$ cat config.mk
export PLATFORM = sky130hd
export DESIGN_NAME = cycle_sequencer_flat
export DESIGN_NICKNAME = d
export VERILOG_FILES = /design/src/rtl/cycle_sequencer_pkg.sv /design/src/rtl/cycle_sequencer_if.sv /design/src/rtl/cycle_sequencer_fetch_wait_timer.sv /design/src/rtl/cycle_sequencer.sv /design/src/flat_wrapper.sv
export SDC_FILE = /design/constraint.sdc
export NUM_CORES = 1
export LEC_CHECK = 0
export CAP_MARGIN = 20
export CORE_MARGIN = 5
export CORE_UTILIZATION = 45
export DETAILED_ROUTE_END_ITERATION = 8
export GPL_TIMING_DRIVEN = 0
export PLACE_DENSITY = 0.71
export SLEW_MARGIN = 0
export SYNTH_ARGS = -nofsm -noshare
export SYNTH_HDL_FRONTEND = slang
export SYNTH_SLANG_ARGS = --single-unit
$ cat constraint.sdc
create_clock -name clk -period 2.6 [get_ports clk]
set_clock_uncertainty 0.1 [all_clocks]
set_input_delay 0.52 -clock clk [delete_from_list [all_inputs] [get_ports clk]]
set_output_delay 0.52 -clock clk [all_outputs]
set_load 0.01 [all_outputs]
$ cat src/rtl/cycle_sequencer_pkg.sv
// Shared types for the instruction-cycle sequencer: state encoding,
// phase codes seen by the 2-to-4 phase decoder and the output bundle.
package cycle_sequencer_pkg;

    typedef enum logic [2:0] {
        ST_IDLE      = 3'd0,
        ST_FETCH     = 3'd1,
        ST_DECODE    = 3'd2,
        ST_EXECUTE   = 3'd3,
        ST_WRITEBACK = 3'd4,
        ST_HALTED    = 3'd5,
        ST_ERROR     = 3'd6
    } state_t;

    typedef logic [1:0] phase_t;

    localparam phase_t PH_FETCH  = 2'b00;
    localparam phase_t PH_DECODE = 2'b01;
    localparam phase_t PH_EXEC   = 2'b10;
    localparam phase_t PH_WB     = 2'b11;

    // Decoder side: S selects one of four one-hot phase enables
    // (bit 0 fetch, bit 1 decode, bit 2 execute, bit 3 writeback).
    function automatic logic [3:0] phase_enable(phase_t s);
        return 4'b0001 << s;
    endfunction

    typedef struct packed {
        phase_t s;
        logic   phase_valid;
        logic   mem_req;
        logic   halted;
        logic   timeout_err;
    } seq_out_t;

    // Output values that hold while the sequencer sits in a given state.
    function automatic seq_out_t outputs_for(state_t st);
        seq_out_t o;
        o = '0;
        case (st)
            ST_FETCH: begin
                o.s           = PH_FETCH;
                o.phase_valid = 1'b1;
                o.mem_req     = 1'b1;
            end
            ST_DECODE: begin
                o.s           = PH_DECODE;
                o.phase_valid = 1'b1;
            end
            ST_EXECUTE: begin
                o.s           = PH_EXEC;
                o.phase_valid = 1'b1;
            end
            ST_WRITEBACK: begin
                o.s           = PH_WB;
                o.phase_valid = 1'b1;
            end
            ST_HALTED: o.halted      = 1'b1;
            ST_ERROR:  o.timeout_err = 1'b1;
            default:   o = '0;
        endcase
        return o;
    endfunction

endpackage

$ cat src/rtl/cycle_sequencer_if.sv
// Control/status bundle between the sequencer and its environment.
interface cycle_sequencer_if
    import cycle_sequencer_pkg::*;
#(
    parameter int PC_WIDTH = 8
);
    logic                run;
    logic                step;
    logic                halt_req;
    logic                mem_ready;
    logic                instr_is_halt;
    logic                pc_load;
    logic [PC_WIDTH-1:0] pc_target;
    phase_t              S;
    logic                phase_valid;
    logic                mem_req;
    logic [PC_WIDTH-1:0] pc;
    logic                busy;
    logic                halted;
    logic                timeout_err;
    logic [15:0]         instr_count;

    modport master (
        output run, step, halt_req, mem_ready, instr_is_halt, pc_load, pc_target,
        input  S, phase_valid, mem_req, pc, busy, halted, timeout_err, instr_count
    );

    modport slave (
        input  run, step, halt_req, mem_ready, instr_is_halt, pc_load, pc_target,
        output S, phase_valid, mem_req, pc, busy, halted, timeout_err, instr_count
    );
endinterface

$ cat src/rtl/cycle_sequencer_fetch_wait_timer.sv
// Counts consecutive FETCH cycles without mem_ready. at_limit flags that the
// current increment brings the count to TIMEOUT.
module fetch_wait_timer #(
    parameter int unsigned TIMEOUT = 15
) (
    input  logic clk,
    input  logic rst_n,
    input  logic clr,
    input  logic en,
    output logic at_limit
);
    localparam logic [7:0] LAST = 8'(TIMEOUT - 1);

    logic [7:0] count;

    // Wait counter: clear has priority over increment.
    always_ff @(posedge clk or negedge rst_n) begin
        if (!rst_n) begin
            count <= '0;
        end else if (clr) begin
            count <= '0;
        end else if (en) begin
            count <= count + 8'd1;
        end
    end

    assign at_limit = en && (count == LAST);
endmodule

$ cat src/rtl/cycle_sequencer.sv
// Instruction-cycle controller: steps fetch/decode/execute/writeback,
// handshakes instruction memory, owns the PC and retired-instruction count.
module cycle_sequencer
    import cycle_sequencer_pkg::*;
#(
    parameter int          PC_WIDTH = 8,
    parameter int unsigned TIMEOUT  = 15
) (
    input logic clk,
    input logic rst_n,
    cycle_sequencer_if.slave bus
);
    state_t              state;
    seq_out_t            outs;
    logic [PC_WIDTH-1:0] pc_r;
    logic [15:0]         count_r;
    logic                halt_pend;
    logic                run_q;
    logic                in_fetch;
    logic                wait_limit;
    logic                active;

    assign in_fetch = (state == ST_FETCH);
    assign active   = (state == ST_FETCH) || (state == ST_DECODE) ||
                      (state == ST_EXECUTE) || (state == ST_WRITEBACK);

    fetch_wait_timer #(.TIMEOUT(TIMEOUT)) u_wait (
        .clk      (clk),
        .rst_n    (rst_n),
        .clr      (!in_fetch || bus.mem_ready),
        .en       (in_fetch && !bus.mem_ready),
        .at_limit (wait_limit)
    );

    // Sequencer FSM; outputs are registered alongside the state they belong to.
    always_ff @(posedge clk or negedge rst_n) begin
        if (!rst_n) begin
            state     <= ST_IDLE;
            outs      <= '0;
            pc_r      <= '0;
            count_r   <= '0;
            halt_pend <= 1'b0;
            run_q     <= 1'b0;
        end else begin
            run_q <= bus.run;
            if (active && bus.halt_req) begin
                halt_pend <= 1'b1;
            end
            case (state)
                ST_IDLE: begin
                    halt_pend <= 1'b0;
                    if (bus.run && !run_q) begin
                        state <= ST_FETCH;
                        outs  <= outputs_for(ST_FETCH);
                    end
                end
                ST_FETCH: begin
                    if (bus.mem_ready) begin
                        state <= ST_DECODE;
                        outs  <= outputs_for(ST_DECODE);
                    end else if (wait_limit) begin
                        state <= ST_ERROR;
                        outs  <= outputs_for(ST_ERROR);
                    end
                end
                ST_DECODE: begin
                    if (bus.instr_is_halt) begin
                        state <= ST_HALTED;
                        outs  <= outputs_for(ST_HALTED);
                    end else begin
                        state <= ST_EXECUTE;
                        outs  <= outputs_for(ST_EXECUTE);
                    end
                end
                ST_EXECUTE: begin
                    state <= ST_WRITEBACK;
                    outs  <= outputs_for(ST_WRITEBACK);
                end
                ST_WRITEBACK: begin
                    pc_r <= bus.pc_load ? bus.pc_target : pc_r + PC_WIDTH'(1);
                    if (count_r != 16'hFFFF) begin
                        count_r <= count_r + 16'd1;
                    end
                    if (bus.step || halt_pend || bus.halt_req) begin
                        state     <= ST_IDLE;
                        outs      <= outputs_for(ST_IDLE);
                        halt_pend <= 1'b0;
                    end else begin
                        state <= ST_FETCH;
                        outs  <= outputs_for(ST_FETCH);
                    end
                end
                ST_HALTED, ST_ERROR: begin
                    state <= state;
                end
                default: begin
                    state <= ST_IDLE;
                    outs  <= outputs_for(ST_IDLE);
                end
            endcase
        end
    end

    assign bus.S           = outs.s;
    assign bus.phase_valid = outs.phase_valid;
    assign bus.busy        = outs.phase_valid;
    assign bus.mem_req     = outs.mem_req;
    assign bus.halted      = outs.halted;
    assign bus.timeout_err = outs.timeout_err;
    assign bus.pc          = pc_r;
    assign bus.instr_count = count_r;
endmodule

$ cat src/flat_wrapper.sv
// flat-port wrapper written by rule: the top's interface ports become plain ports
module cycle_sequencer_flat import cycle_sequencer_pkg::*;
#(
    parameter int          PC_WIDTH = 8,
    parameter int unsigned TIMEOUT  = 15
)
  (clk, rst_n, bus_run, bus_step, bus_halt_req, bus_mem_ready, bus_instr_is_halt, bus_pc_load, bus_pc_target, bus_S, bus_phase_valid, bus_mem_req, bus_pc, bus_busy, bus_halted, bus_timeout_err, bus_instr_count);
  cycle_sequencer_if #(.PC_WIDTH(PC_WIDTH)) bus_i ();
  input logic clk;
  input logic rst_n;
  input wire logic [$bits(bus_i.run)-1:0] bus_run;
  input wire logic [$bits(bus_i.step)-1:0] bus_step;
  input wire logic [$bits(bus_i.halt_req)-1:0] bus_halt_req;
  input wire logic [$bits(bus_i.mem_ready)-1:0] bus_mem_ready;
  input wire logic [$bits(bus_i.instr_is_halt)-1:0] bus_instr_is_halt;
  input wire logic [$bits(bus_i.pc_load)-1:0] bus_pc_load;
  input wire logic [$bits(bus_i.pc_target)-1:0] bus_pc_target;
  output wire logic [$bits(bus_i.S)-1:0] bus_S;
  output wire logic [$bits(bus_i.phase_valid)-1:0] bus_phase_valid;
  output wire logic [$bits(bus_i.mem_req)-1:0] bus_mem_req;
  output wire logic [$bits(bus_i.pc)-1:0] bus_pc;
  output wire logic [$bits(bus_i.busy)-1:0] bus_busy;
  output wire logic [$bits(bus_i.halted)-1:0] bus_halted;
  output wire logic [$bits(bus_i.timeout_err)-1:0] bus_timeout_err;
  output wire logic [$bits(bus_i.instr_count)-1:0] bus_instr_count;
  assign bus_i.run = bus_run;
  assign bus_i.step = bus_step;
  assign bus_i.halt_req = bus_halt_req;
  assign bus_i.mem_ready = bus_mem_ready;
  assign bus_i.instr_is_halt = bus_instr_is_halt;
  assign bus_i.pc_load = bus_pc_load;
  assign bus_i.pc_target = bus_pc_target;
  assign bus_S = bus_i.S;
  assign bus_phase_valid = bus_i.phase_valid;
  assign bus_mem_req = bus_i.mem_req;
  assign bus_pc = bus_i.pc;
  assign bus_busy = bus_i.busy;
  assign bus_halted = bus_i.halted;
  assign bus_timeout_err = bus_i.timeout_err;
  assign bus_instr_count = bus_i.instr_count;
  cycle_sequencer #(.PC_WIDTH(PC_WIDTH), .TIMEOUT(TIMEOUT)) u_core (.clk(clk), .rst_n(rst_n), .bus(bus_i));
endmodule
==> flow_summary.ini <==
[placed_design]
dpl.hpwl_mm = 3.52
dp_cells = 348
port_buffers = 45
place_area_um2 = 2840
routabilityCongestion = 0.868

[pwr]
vdd_ir_drop_max_uv = 639
p_seq_share_pct = 37.8
pwr-share-comb_pct = 45.4
p_leak_nw = 1.33
clock_power_share_pct = 16.8
swShare_pct = 36.6
power_switching_w = 0.000986
p_per_area_nw_per_um2 = 917
internal_power_w = 0.00171

[cts]
cts_hold_buffers = 0
h-tree-depth = 2
cts_tree = done
cts_sinks = 43
cts_root_buf = clkbuf_8
clk_pin_slew_ns = 0.08
cts.repair.resized = 0
clock_path_buffers = 2
cts_setup_buffers = 0
cts_buffers = 5
clk_latency_ns = 0.28

[timing]
timing.fmax_ghz = 0.462
hold_viol = 0
post-route-period-util_pct = 83.3
worstMarginPinSlew_ns = 0.635
max-slew-margin-rel_pct = 57.5
finalCriticalPeriod_ns = 2.17
setup-violations-final = 0
maxSlewViolCount = 0
whs_ns = 0.0205
rsz0062_at_grt = false

[critical_path]
worstPathRequired_ns = 2.65
cp_max_fo = 10
crit_arrival_ns = 2.22
critPathKind = in -> reg
rr_worst_depth = 4
startpoint_type = input port
cp-end-kind = flip-flop
endpoint = u_core.bus.timeout_err$_DFFE_PN0P_
reg2reg_slack_ns = 0.52
startpoint = bus_mem_ready
rr_endpoint = u_core.bus.instr_count[1]$_DFFE_PN0P_
rr_startpoint = u_core.bus.instr_count[0]$_DFFE_PN0P_

[final_layout]
fillCellCount = 472
antenna-diode-count = 0
drive_above_1_share_pct = 7.69
instances_no_fill = 356
area_growth_pct = 28.5
nNetsFinal = 305
stdcell_area_um2 = 2940

[yosys]
yosysSeqAreaShare_pct = 47.0
synthesis.nets = 252
ys_top_cells_by_area = dfrtp_1 47%, xor2_1 6.9%, nor2_1 4.9%
synthFlopType = dfrtp_1
yosys_warnings = 0
yosys.cell_types.count = 49
synth_top_cell_by_area = dfrtp_1
syn_area_per_cell_um2 = 9.86
synthArstFlopShare_pct = 100
synth_edf_count = 0
syn-instance-count = 232
synth-seq-cells = 43
syn_area_um2 = 2290
synth_top_area_share_pct = 47.0

[run]
max_cap_violations = 0

[floorplanning]
initial_core_util_pct = 45.7
die_area_um2 = 6610
fp.dieW_um = 81.3
rows = 26
die_y_um = 81.3
core_area_um2 = 5010
io_pins = 47

[global_routing]
grt_usage_pct = 16.0
grt_start_max_net_pins = 32
grt_pass1_vias = 1862
grt.overflow.total = 0
grt_first_pass_wirelength_mm = 8.50
antenna_found_initial = 0

[detailed_routing]
route.detailed.drc = 0
wl_per_cell_um = 13.3
wl_mm = 4.73
num_vias = 1887
drtAntennaViolNets = 0
drt_pass1_iterations = 4
viasPerCell = 5.30
drtIter0Drc = 72

[outcome]
status = completed

[worst_hold_path]
holdCritPathClass = in -> async
cell usage in the layout, fill, tap and decap left out, types with 6 or more instances in the layout:
master	Yosys	routed
clkbuf_1	5	6
xor2_1	18	18
inv_1	7	7
nand3_1	12	12
nand4_1	6	6
nor2_1	30	30
clkdlybuf4s50_1	0	44
dfrtp_1	43	43
clkbuf_8	0	7
a21oi_1	7	7
a22oi_1	6	6
nand2_1	15	15
and3_1	10	10
o21ai_0	15	15
sequential cells by signal, indices dropped and copies added, names as in the netlist:
signal,cells
u_core.bus.S,2
u_core.bus.busy,1
u_core.bus.halted,1
u_core.bus.instr_count,16
u_core.bus.mem_req,1
u_core.bus.pc,8
u_core.bus.timeout_err,1
u_core.halt_pend,1
u_core.run_q,1
u_core.state,3
u_core.u_wait.count,8
power by group through the flow:
stage / sequential, W / combinational [W] / clock, W
after floorplan: 0.00106 / 0.000689 / 0
after global placement: 0.00103 / 0.00121 / 0
after detailed placement: 0.00103 / 0.00123 / 0
after CTS: 0.00102 / 0.00124 / 0.000469
after global routing: 0.00106 / 0.00136 / 0.000496
final: 0.00102 / 0.00122 / 0.000454
cell usage after synthesis, types with 2 or more instances:
library cell and n:
xor2_1 18, nand2_1 15, mux2i_1 3, ha_1 4, o21ai_0 15, a21oi_1 7
o2bb2ai_1 4, nand2b_1 2, clkbuf_1 5, and3_1 10, and4_1 2, a22oi_1 6
o211a_1 2, o22ai_1 2, nor3_1 3, nor2_1 30, nand4_1 6, xnor2_1 4
inv_1 7, o31ai_1 2, nor2b_1 2, buf_6 2, dfrtp_1 43, nand3_1 12
buf_2 2
routing by layer:
layer,up-vias,part of all wire (%),global-route usage [%]
met1,902,49,22.4
met2,43,46,25.3
met5,-,0,0
li1,935,-,-
met4,0,1.0,4.39
met3,7,3.6,2.77
worst max-delay path, stage by stage:
cell	delay, ns
clkdlybuf4s50_1	0.49
or4b_1	0.52
buf_6	0.17
a31oi_4	0.20
or2b_4	0.20
o221ai_1	0.11
metrics by stage:
stage,setup slack (ns),utilization (%),power (W),setup TNS [ns]
6_report,0.434,58.7,0.00270,0
2_1_floorplan,0.669,-,0.00175,0
3_3_place_gp,-0.239,56.4,0.00224,-10.14
3_5_place_dp,0.124,56.7,0.00226,0
5_1_grt,0.374,58.7,0.00292,0
4_1_cts,0.429,58.7,0.00273,0
worst min path at each step:
stage                                             to  slack (ns)  cells past startpoint
floorplan                u_core.bus.S[0]$_DFFE_PN0P_        0.12                      0
global placement    u_core.u_wait.count[0]$_DFF_PN0_        0.37                      1
detailed placement  u_core.u_wait.count[6]$_DFF_PN0_        0.33                      1
CTS                 u_core.u_wait.count[6]$_DFF_PN0_        0.02                      1
global route        u_core.u_wait.count[6]$_DFF_PN0_        0.03                      1
finish                   u_core.bus.S[1]$_DFFE_PN0P_        0.02                      1
area by class of cell:
| class | count | area (µm²) | share of cell area (%) |
|---|---|---|---|
| Clock buffer | 8 | 100 | 3.40 |
| Tap cell | 70 | 87.6 | 2.98 |
| Buffer | 11 | 62.6 | 2.13 |
| Sequential cell | 43 | 1080 | 36.6 |
| Timing Repair Buffer | 46 | 465 | 15.8 |
| Inverter | 7 | 26.3 | 0.893 |
| Multi-Input combinational cell | 171 | 1120 | 38.2 |
cells by family after synthesis:
family                     count (synthesis)  share of synthesized area (%)
adders and majority gates                  4                           2.19
DFF                                       43                           47.0
xor gates and xnor gates                  22                           8.42
muxes                                      4                           1.80
and+or+nand+nor                           92                           20.8
AOI/OAI and AO/OA                         49                           15.9
buffers and inverters                     18                           3.88
(Power assumes the default switching activity.)
